===== config.mk =====
export PLATFORM = sky130hd
export DESIGN_NAME = serial_subtractor
export DESIGN_NICKNAME = d
export VERILOG_FILES = /design/src/rtl/serial_subtractor.sv
export SDC_FILE = /design/constraint.sdc
export NUM_CORES = 1
export LEC_CHECK = 0
export ABC_AREA = 1
export BUFFER_PORTS_ARGS = -buffer_cell sky130_fd_sc_hd__buf_2
export CORE_AREA = 2 2 65 61
export DETAILED_ROUTE_END_ITERATION = 6
export DIE_AREA = 0 0 67 63
export GPL_ROUTABILITY_DRIVEN = 0
export GPL_TIMING_DRIVEN = 0
export PLACE_DENSITY_LB_ADDON = 0.05
export SYNTH_ARGS = -nofsm -noshare
export SYNTH_HDL_FRONTEND = slang
export SYNTH_SLANG_ARGS = --single-unit
export TNS_END_PERCENT = 10

===== constraint.sdc =====
create_clock -name clk -period 1.5 [get_ports clk]
set_clock_uncertainty 0.05 [all_clocks]
set_input_delay 0.075 -clock clk [delete_from_list [all_inputs] [get_ports clk]]
set_output_delay 0.075 -clock clk [all_outputs]
set_load 0.01 [all_outputs]

===== src/rtl/serial_subtractor.sv =====
// serial_subtractor
//   Bit-serial WIDTH-bit subtractor: diff = a - b - bin, one bit per clock,
//   LSB first, using a single full-subtractor cell and a registered borrow.
//   A start is accepted only in IDLE. The result appears WIDTH edges later,
//   and done pulses for the one DONE cycle that follows.
//
// Ports
//   clk    in   rising-edge clock
//   rst_n  in   asynchronous active-low reset
//   start  in   operation request, sampled only in IDLE
//   a      in   minuend (latched on accepted start)
//   b      in   subtrahend (latched on accepted start)
//   bin    in   borrow-in (latched on accepted start)
//   busy   out  high in RUN and DONE
//   done   out  one-cycle result-valid pulse
//   diff   out  registered difference, held until the next completion
//   bout   out  registered unsigned borrow-out (1 = a < b+bin)
//   ovf    out  registered two's-complement overflow
module serial_subtractor #(
    parameter int WIDTH = 8
) (
    input  logic             clk,
    input  logic             rst_n,
    input  logic             start,
    input  logic [WIDTH-1:0] a,
    input  logic [WIDTH-1:0] b,
    input  logic             bin,
    output logic             busy,
    output logic             done,
    output logic [WIDTH-1:0] diff,
    output logic             bout,
    output logic             ovf
);

    localparam int CW = $clog2(WIDTH);

    typedef enum logic [1:0] {
        IDLE,
        RUN,
        DONE
    } state_t;

    state_t state, state_nx;

    logic [WIDTH-1:0] sa, sb, res;
    logic [CW-1:0]    cnt;
    logic             br, sign_a, sign_b;

    // Full-subtractor cell on the current LSBs
    logic x, y, d, br_nx, last;

    always_comb begin
        x     = sa[0];
        y     = sb[0];
        d     = x ^ y ^ br;
        br_nx = (~x & y) | (~x & br) | (y & br);
        last  = (cnt == CW'(WIDTH - 1));
    end

    // State register
    always_ff @(posedge clk or negedge rst_n) begin
        if (!rst_n) begin
            state <= IDLE;
        end else begin
            state <= state_nx;
        end
    end

    // Next-state logic
    always_comb begin
        state_nx = state;
        unique case (state)
            IDLE:    if (start) state_nx = RUN;
            RUN:     if (last)  state_nx = DONE;
            DONE:    state_nx = IDLE;
            default: state_nx = IDLE;
        endcase
    end

    // Outputs decode the state register only, so no input reaches them combinationally
    always_comb begin
        busy = (state != IDLE);
        done = (state == DONE);
    end

    // Datapath: operand shifters, borrow FF, result shifter and held outputs
    always_ff @(posedge clk or negedge rst_n) begin
        if (!rst_n) begin
            sa     <= '0;
            sb     <= '0;
            res    <= '0;
            cnt    <= '0;
            br     <= 1'b0;
            sign_a <= 1'b0;
            sign_b <= 1'b0;
            diff   <= '0;
            bout   <= 1'b0;
            ovf    <= 1'b0;
        end else begin
            unique case (state)
                IDLE: begin
                    if (start) begin
                        sa     <= a;
                        sb     <= b;
                        br     <= bin;
                        cnt    <= '0;
                        sign_a <= a[WIDTH-1];
                        sign_b <= b[WIDTH-1];
                    end
                end
                RUN: begin
                    sa  <= sa >> 1;
                    sb  <= sb >> 1;
                    br  <= br_nx;
                    res <= {d, res[WIDTH-1:1]};
                    cnt <= cnt + CW'(1);
                    if (last) begin
                        // Final bit is d itself, so publish the shifted value directly
                        diff <= {d, res[WIDTH-1:1]};
                        bout <= br_nx;
                        ovf  <= (sign_a != sign_b) && (d != sign_a);
                    end
                end
                default: ;
            endcase
        end
    end

endmodule

==> impl_metrics.env, run 1 <==
export IMPL_crit_path_max_fanout=3
export IMPL_hold_slack_ps=11.4
export IMPL_multiInputGateArea_um2=688
export IMPL_cp_arrival_ps=1550
export IMPL_dieArea_um2=4220
export IMPL_worst_slew_pin_slew_ps=905
export IMPL_status="complete, no violations"
export IMPL_drc_errors=0
export IMPL_grt_max_degree=42
export IMPL_grt_first_pass_wirelength_um=6290
export IMPL_synth_simple_gate_area_share_pct=29.0
export IMPL_timing_final_crit_share_pct=94.1
export IMPL_place_area_um2=2060
export IMPL_drt_iter0_markers=99
export IMPL_synth_distinct_cells=16
export IMPL_utilization_pct=61.1
export IMPL_worstReg2RegStart="br"
export IMPL_grt_met1_usage_pct=28.1
export IMPL_numCtsBuffers=5
export IMPL_maxSlewViolCount=0
export IMPL_peakVddDrop_uv=1000
export IMPL_synth_common_cells="110 x nand2_1, 41 x dfrtp_1, 19 x nand3_1, 15 x inv_1, 13 x o21ai_0"
export IMPL_antenna_found_initial=0
export IMPL_synth_top_area_share_pct=55.5
export IMPL_placed_cells=301
export IMPL_criticalPathCategory="flop to flop"
export IMPL_grt_busiest_layer="met2"
export IMPL_synth_cells=224
export IMPL_cts_tree="done"
export IMPL_synth_largest_area_cell="dfrtp_1"
export IMPL_instances_no_fill=312
export IMPL_use_met3_pct=4.32
export IMPL_total_power_w=0.00439
export IMPL_fp_coreArea_um2=3570
export IMPL_synth_top_family_by_area="simple AND/OR/NAND/NOR gates"
export IMPL_min_from="b[5]"
export IMPL_synth_compound_area_share_pct=5.68
export IMPL_fillers=324
export IMPL_antenna_left=0
export IMPL_ys_seq_area_share_pct=55.5
export IMPL_wl_per_cell_um=11.7
export IMPL_synth_area_per_cell_um2=8.26
export IMPL_initial_core_util_pct=51.8
export IMPL_setup_viol=0
export IMPL_die_y_um=63
export IMPL_ys_warn_count=0
export IMPL_clockRootBuffer="clkbuf_8"
export IMPL_seq_area_um2=1030
export IMPL_routed_wl_um=3640
export IMPL_portBuffers=31
export IMPL_grt_pass1_vias=1381
export IMPL_firstDrtPassIters=4
export IMPL_grt_overflow_total=0
export IMPL_grtUsageMet2_pct=29.6
export IMPL_fmax_mhz=709
export IMPL_viasPerCell=4.77
export IMPL_rows=21
export IMPL_synth_edf_count=0
export IMPL_area_delta_synth_final_pct=18.1
export IMPL_worstHoldPathType="primary input to flop"
export IMPL_hpwl_um=2460
export IMPL_crit_start="br"
export IMPL_start_kind="flop"
export IMPL_synthesis_nets=247
export IMPL_ys_top_cells_by_area="dfrtp_1 55%, nand2_1 22%, nand3_1 5.1%, o21ai_0 3.5%, inv_1 3.0%"
export IMPL_clockBufferDepth=2
export IMPL_fin_crit_ps=1410
export IMPL_insertion_delay_ps=290
export IMPL_relSlewSlack_pct=39.7
export IMPL_die_x_um=67
export IMPL_nNetsFinal=288
export IMPL_stdcell_area_um2=2180
export IMPL_path_clk_slew_ps=80
export IMPL_antenna_cells=0
export IMPL_async_flop_share_pct=100
export IMPL_yosys_register_bits=41
export IMPL_synth_xor_area_share_pct=0
export IMPL_htree_levels=2
export IMPL_track_usage_pct=20.0
export IMPL_synth_mux_area_share_pct=0
export IMPL_yosysMostFrequentCell="nand2_1"
export IMPL_synth_top_flop_cell="dfrtp_1"
export IMPL_p_leak_nw=1.23
export IMPL_vias=1488
export IMPL_drive_gt1_share_pct=20.3
export IMPL_io_pins=32
export IMPL_cp_required_ps=1640
export IMPL_rsz0062_at_grt="no"
export IMPL_synthAdderAreaFrac_pct=2.44
export IMPL_cap_violations=0
export IMPL_p_per_area_nw_per_um2=2010
export IMPL_worstSetupEndpointType="flop"
export IMPL_hold_viol=0
export IMPL_clock_sinks=41
export IMPL_synth_area_um2=1850
-- timing repair --
item | in CTS | in global routing
gates resized for setup | 1 | 3
setup buffers | 0 | 1
cloned | 0 | 0
pin swaps | 0 | 1
endpoints found under the setup margin | 1 | 2
hold buffers | 2 | 0
endpoints found under the hold margin | 42 | 0
-- final timing paths --
check / to / depth (start not counted) / slack, ps
setup / recovery: ovf / 6 / 90
hold / removal: sb[5] / 5 / 10
setup reg to reg: ovf / 6 / 90
hold reg to reg: diff[0] / 2 / 430
max in group asynchronous: res[4] / 2 / 440
min in group asynchronous: ovf / 2 / 390
-- flip-flops by register name, summed over array words and instances, names as in the netlist, 2 cells and up --
signal	flops
sb	8
sa	8
res	7
diff	8
state	2
cnt	3
-- report_power, final --
group          internal, W  switching, W
Sequential         0.00158      0.000264
Clock             0.000321      0.000381
Combinational     0.000753       0.00109
Total              0.00266       0.00173
-- logic make-up after synthesis --
logic type,after synthesis
AND/OR/NAND/NOR,132
AO/OA/AOI/OAI,21
adder cells (fa/ha/maj),3
flip-flops,41
buffers and inverters,27
-- critical path: stages, from the launching register on --
cell and delay (ps):
dfrtp_1 410, fa_2 600, inv_1 50, nand3_1 70
nand2_1 50, nand2_1 50, nand2_1 40
-- layer usage --
layer,vias to the layer above,routed length (um)
met5,-,0
met4,0,76
met2,34,1600
li1,775,-
met1,672,1800
met3,7,157
-- stage by stage --
step / TNS [ps] / setup slack, ps
after global placement: 0 / 12.5
final: 0 / 88.7
after global routing: 0 / 15.9
after detailed placement: -0.0313 / -0.0313
after floorplan: 0 / 153
after CTS: 0 / 10.7
-- area by class of cell --
| cell class | instances | area share [%] |
|---|---|---|
| flip-flops and latches | 41 | 47.0 |
| multi-input cells | 156 | 31.5 |
| repair buffers | 34 | 8.36 |
| plain buffers | 11 | 3.84 |
| clock buffers | 5 | 3.15 |
| inverters | 16 | 2.75 |
| well taps | 46 | 2.63 |
| clock inverters | 3 | 0.802 |
-- layout by cell type, fill, tap and decap left out --
master,Yosys,final
nand3_1,19,19
inv_1,15,15
ha_1,2,2
clkinvlp_4,0,1
o21ai_1,8,8
o21ai_0,13,13
nand3_4,1,1
buf_6,3,4
inv_2,1,1
buf_2,5,35
dfrtp_1,41,41
nor2_2,1,1
nor2_1,1,1
buf_4,2,3
clkbuf_1,1,1
clkbuf_8,0,5
clkinv_2,0,2
nand2_1,110,110
dlygate4sd3_1,0,2
fa_2,0,1
Power figures use the tool's default switching activity.
==> run 2, diff against run 1 <==
==> constraint.sdc (replaced) <==
create_clock -name clk -period 1.3 [get_ports clk]
set_clock_uncertainty 0.05 [all_clocks]
set_input_delay 0.065 -clock clk [delete_from_list [all_inputs] [get_ports clk]]
set_output_delay 0.065 -clock clk [all_outputs]
set_load 0.01 [all_outputs]
==> run 2 against run 1 <==
  * The run now ends with negative setup slack left
  * Global-route usage rose by 0.28 points
  * Via count rose by 3.1%
  * Hold slack got worse by 5.7 ps
  * Critical endpoint unchanged
  * Largest cell class unchanged
  * Largest power group is now combinational logic
==> impl_metrics.env, run 2 (synthesis results as in run 1) <==
export IMPL_cp_required_ps=1430
export IMPL_grt_pass1_vias=1463
export IMPL_drt_iter0_markers=104
export IMPL_hold_end="sb[3]"
export IMPL_clockPowerShare_pct=15.0
export IMPL_p_leak_nw=1.26
export IMPL_hold_viol=0
export IMPL_numCtsBuffers=5
export IMPL_r2r_end="ovf"
export IMPL_rsz0062_at_grt="yes"
export IMPL_wl_per_cell_um=12.1
export IMPL_grt_max_degree=42
export IMPL_maxSlewViolCount=0
export IMPL_rows=21
export IMPL_path_clk_slew_ps=80
export IMPL_internal_power_w=0.00322
export IMPL_antenna_left=0
export IMPL_die_x_um=67
export IMPL_r2r_cells=7
export IMPL_power_frac_comb_pct=44.3
export IMPL_criticalPathCategory="flop to flop"
export IMPL_grt_first_pass_wirelength_um=6710
export IMPL_min_from="b[3]"
export IMPL_fmax_mhz=704
export IMPL_peakVddDrop_uv=1190
export IMPL_p_seq_share_pct=40.7
export IMPL_violations="negative setup slack"
export IMPL_p_per_area_nw_per_um2=2320
export IMPL_grt_busiest_layer="met2"
export IMPL_cp_arrival_ps=1560
export IMPL_die_y_um=63
export IMPL_worst_slew_pin_slew_ps=893
export IMPL_grt_met1_usage_pct=30.3
export IMPL_netSwitchingFraction_pct=39.1
export IMPL_grtUsageMet2_pct=30.8
export IMPL_reg_top3="diff (8), sa (8), sb (8)"
export IMPL_fin_ws_ps=-121
export IMPL_timing_final_crit_share_pct=109
export IMPL_worstHoldPathType="primary input to flop"
export IMPL_tns_ps=-424
export IMPL_initial_core_util_pct=51.8
export IMPL_worstSetupEndpointType="flop"
export IMPL_track_usage_pct=20.3
export IMPL_relSlewSlack_pct=40.5
export IMPL_layout_cells_most_common="nand2_1"
export IMPL_viasPerCell=4.84
export IMPL_htree_levels=2
export IMPL_use_met3_pct=4.32
export IMPL_whs_path_depth=5
export IMPL_setup_viol=5
export IMPL_firstDrtPassIters=4
export IMPL_dieArea_um2=4220
export IMPL_clockBufferDepth=2
export IMPL_r2r_setup_slack_ps=-120
export IMPL_hpwl_um=2460
export IMPL_fp_coreArea_um2=3570
export IMPL_drc_errors=0
export IMPL_fillers=324
export IMPL_insertion_delay_ps=280
export IMPL_p_sw_w=0.00207
export IMPL_clockRootBuffer="clkbuf_8"
export IMPL_place_area_um2=2060
export IMPL_vias=1534
export IMPL_antenna_cells=0
export IMPL_final_cell_mix="109 x nand2_1, 40 x dfrtp_1, 31 x buf_2"
export IMPL_antenna_found_initial=0
export IMPL_start_kind="flop"
export IMPL_worstReg2RegStart="sa[0]"
export IMPL_cts_tree="done"
export IMPL_stdcell_area_um2=2270
export IMPL_area_delta_synth_final_pct=23.0
export IMPL_crit_path_max_fanout=4
export IMPL_grt_overflow_total=0
export IMPL_drive_gt1_share_pct=23.6
export IMPL_cap_violations=0
export IMPL_fin_crit_ps=1420
export IMPL_portBuffers=31
export IMPL_routed_wl_um=3840
export IMPL_clock_sinks=41
export IMPL_io_pins=32
export IMPL_status="finished with violations"
export IMPL_nNetsFinal=293
-- run 2: cell count changes in the layout (fill, tap and decap cells not counted), sizes merged --
cell         before  now
clkbuf            6    9
clkinvlp          1    0
nand3            20   21
dlygate4sd3       2    3
buf              42   43
-- run 2: power by group through the flow --
stage / Clock (W) / Combinational, W / Sequential, W
final: 0.000795 / 0.00234 / 0.00215
after CTS: 0.000818 / 0.00227 / 0.00213
after global routing: 0.000868 / 0.00274 / 0.00221
after detailed placement: 0 / 0.00208 / 0.00215
after global placement: 0 / 0.00204 / 0.00213
after floorplan: 0 / 0.00144 / 0.00216
-- run 2: cell type report --
| type | count | area, um2 | share of cell area, % |
|---|---|---|---|
| Timing Repair Buffer | 38 | 215 | 9.46 |
| Buffer | 11 | 110 | 4.84 |
| Clock inverter | 2 | 10.0 | 0.440 |
| Clock buffer | 6 | 72.6 | 3.19 |
| Multi-Input combinational cell | 157 | 722 | 31.7 |
| Inverter | 16 | 60.1 | 2.64 |
| Sequential cell | 41 | 1030 | 45.2 |
| Tap cell | 46 | 57.6 | 2.53 |
-- run 2: worst max-delay path by stage --
stage	slack [ps]	cells past startpoint	startpoint	to
6_report	-120	7	sa[0]	ovf
5_1_grt	-200	7	sa[0]	ovf
3_3_place_gp	-170	6	br	ovf
3_5_place_dp	-210	6	br	ovf
4_1_cts	-130	7	sa[0]	ovf
2_1_floorplan	-50	6	br	ovf
-- run 2: worst max-delay path, stage by stage (launching register included) --
cell and delay, ps:
dfrtp_1 360, inv_2 50, fa_2 600, inv_1 50, nand3_1 60, nand2_1 50, nand2_1 60, nand2_1 50
-- run 2: stage by stage --
| stage | hold slack [ps] | setup WS [ps] | cells | utilization (%) | total power, W |
|---|---|---|---|---|---|
| 6_report | 5.75 | -121 | 317 | 63.7 | 0.00528 |
| 2_1_floorplan | -281 | -45.1 | 224 | - | 0.00360 |
| 4_1_cts | 4.08 | -125 | 314 | 61.7 | 0.00522 |
| 3_3_place_gp | 199 | -166 | 301 | 57.7 | 0.00417 |
| 5_1_grt | 30.3 | -201 | 317 | 63.7 | 0.00582 |
| 3_5_place_dp | 199 | -211 | 301 | 57.7 | 0.00423 |
-- run 2: timing repair --
action	4_1_cts	5_1_grt
hold buffers	2	1
endpoints found under the setup margin	19	40
resized for setup	6	18
endpoints found under the hold margin	43	1
pin swaps	2	1
cloned	0	1
buffers inserted	3	1
-- run 2: per-layer routing --
layer  share of wire [%]  vias up  wire length [um]
met1                  52      714              1980
met5                   0        -                 0
met3                 4.1        2               158
li1                    -      785                 -
met2                  44       33              1690
met4                0.31        0                12
==> run 3, diff against run 2 <==
--- a/config.mk
+++ b/config.mk
@@ -13,6 +13,7 @@
 export GPL_ROUTABILITY_DRIVEN = 0
 export GPL_TIMING_DRIVEN = 0
 export PLACE_DENSITY_LB_ADDON = 0.05
+export REMOVE_ABC_BUFFERS = 1
 export SYNTH_ARGS = -nofsm -noshare
 export SYNTH_HDL_FRONTEND = slang
 export SYNTH_SLANG_ARGS = --single-unit
==> run 3 against run 2 <==
  * The run still ends with negative setup slack left
  * Final area is 5.0% higher
  * Die area stayed put
  * Sequential power hardly changed
  * Utilization is 3.2 points higher
  * Count of clock-buffer cells in the layout is 1 higher
  * Total power is 3.6% higher
  * Clock power is 14% higher
  * Worst setup slack better by 15 ps
  * Combinational power is 2% higher
  * Critical path type unchanged
  * Largest cell class unchanged
  * Largest power group unchanged
==> impl_metrics.env, run 3 (synthesis results as in run 1) <==
export IMPL_cpMaxStageDelayCell="fa_2"
export IMPL_nNetsFinal=298
export IMPL_fp_coreArea_um2=3570
export IMPL_cap_violations=0
export IMPL_cp_required_ps=1440
export IMPL_grt_first_pass_wirelength_um=7020
export IMPL_cp_cell_sequence="inv_2, fa_2, inv_2, nand3_2, nand2_1, nand2_1, nand2_1"
export IMPL_r2r_setup_slack_ps=-110
export IMPL_cts_tree="done"
export IMPL_final_cell_mix="108 x nand2_1, 40 x dfrtp_1, 30 x buf_2"
export IMPL_crit_buf_inv=2
export IMPL_criticalPathCategory="flop to flop"
export IMPL_rsz0062_at_grt="yes"
export IMPL_wl_per_cell_um=12.3
export IMPL_drive_gt1_share_pct=24.3
export IMPL_slowest_delay_ps=610
export IMPL_peakVddDrop_uv=1030
export IMPL_htree_levels=2
export IMPL_clockRootBuffer="clkbuf_8"
export IMPL_power_frac_comb_pct=43.7
export IMPL_insertion_delay_ps=300
export IMPL_hold_slack_ps=7.45
export IMPL_numCtsBuffers=5
export IMPL_hold_viol=0
export IMPL_antenna_found_initial=0
export IMPL_fmax_mhz=711
export IMPL_die_y_um=63
export IMPL_p_leak_nw=1.29
export IMPL_path_clk_slew_ps=80
export IMPL_reg_top3="diff (8), sa (8), sb (8)"
export IMPL_area_delta_synth_final_pct=29.2
export IMPL_die_x_um=67
export IMPL_status="finished with violations"
export IMPL_antenna_left=0
export IMPL_rows=21
export IMPL_grt_max_degree=42
export IMPL_start_kind="flop"
export IMPL_io_pins=32
export IMPL_portBuffers=31
export IMPL_routed_wl_um=3970
export IMPL_crit_top_cell="nand2_1"
export IMPL_p_seq_share_pct=39.7
export IMPL_clockBufferDepth=2
export IMPL_maxSlewViolCount=0
export IMPL_setup_viol=2
export IMPL_relSlewSlack_pct=62.9
export IMPL_worstHoldPathType="primary input to flop"
export IMPL_initial_core_util_pct=51.8
export IMPL_worstSetupEndpointType="flop"
export IMPL_layout_cells_most_common="nand2_1"
export IMPL_drt_iter0_markers=125
export IMPL_viasPerCell=4.87
export IMPL_timing_final_crit_share_pct=108
export IMPL_p_sw_w=0.00210
export IMPL_worst_slew_pin_slew_ps=556
export IMPL_grt_overflow_total=0
export IMPL_critical_path_top_delay_family="adder cells"
export IMPL_internal_power_w=0.00337
export IMPL_netSwitchingFraction_pct=38.4
export IMPL_fin_crit_ps=1410
export IMPL_drc_errors=0
export IMPL_clockPowerShare_pct=16.6
export IMPL_clock_sinks=41
export IMPL_crit_path_max_fanout=4
export IMPL_track_usage_pct=22.1
export IMPL_antenna_cells=0
export IMPL_firstDrtPassIters=4
export IMPL_fin_ws_ps=-106
export IMPL_hpwl_um=2140
export IMPL_vias=1568
export IMPL_cp_arrival_ps=1550
export IMPL_violations="negative setup slack"
export IMPL_grt_pass1_vias=1548
export IMPL_dieArea_um2=4220
export IMPL_p_per_area_nw_per_um2=2290
export IMPL_utilization_pct=66.8
==> run 3: cell types whose count changed in the layout (fill, tap and decap cells not counted), moves of 2 or more <==
cell	delta
clkbuf_8	+2
dlygate4sd3_1	+7
buf_12	+2
buf_6	-3
buf_4	+4
buf_8	-2
==> run 3: worst paths after layout <==
| kind | startpoint | to | cells after the start |
|---|---|---|---|
| min | bin | br | 5 |
| min reg2reg | bout | bout | 2 |
| max reg2reg | sa[0] | ovf | 7 |
| max | sa[0] | ovf | 7 |
| min in group asynchronous | rst_n | diff[7] | 2 |
| max in group asynchronous | rst_n | state[0] | 2 |
==> run 3: layout make-up <==
type	count	area, um2
multi-input cells	157	747
repair buffers	54	384
flip-flops and latches	41	1030
well taps	46	57.6
clock inverters	1	5.00
clock buffers	7	96.3
fillers	324	1180
inverters	16	68.8
==> run 3: timing repair <==
action | 4_1_cts | 5_1_grt
endpoints found under the hold margin | 50 | 0
pin swaps | 4 | 3
hold buffers | 10 | 0
resized for setup | 11 | 9
buffers inserted | 10 | 3
gates cloned | 1 | 0
setup endpoints to repair | 43 | 33
==> run 3: worst reg2reg max path, delay by kind of cell, from the launching register on <==
| family | cells | cell delay [ps] |
|---|---|---|
| and+or+nand+nor | 4 | 180 |
| DFF | 1 | 370 |
| adders and majority gates | 1 | 610 |
| buffers and inverters | 2 | 90 |
==> run 3: power by group through the flow <==
| stage | registers (W) | logic (W) | clock network, W |
|---|---|---|---|
| after floorplan | 0.00220 | 0.00124 | 0 |
| after global placement | 0.00220 | 0.00177 | 0 |
| after detailed placement | 0.00221 | 0.00182 | 0 |
| after CTS | 0.00216 | 0.00227 | 0.000936 |
| after global routing | 0.00225 | 0.00278 | 0.000997 |
| final | 0.00217 | 0.00239 | 0.000910 |
==> run 3: per-stage QoR <==
step	cells	worst slack, ps	instance area (um2)	total power, W	TNS (ps)
floorplan	213	-815	1770	0.00344	-16610
global placement	290	-1740	1980	0.00396	-40580
detailed placement	290	-1130	1990	0.00403	-30160
CTS	319	-138	2340	0.00536	-200
global route	322	-184	2390	0.00603	-1080
finish	322	-106	2390	0.00548	-152
==> run 3: routing by layer <==
metal  part of all wire, %  global-route usage (%)  wire (um)  vias to the layer above
met2                    48                    35.6       1930                       30
met5                     0                       0          0                        -
met1                    47                    28.6       1850                      732
li1                      -                       -          -                      799
met3                   3.3                    4.32        131                        7
met4                   1.6                    9.18         65                        0
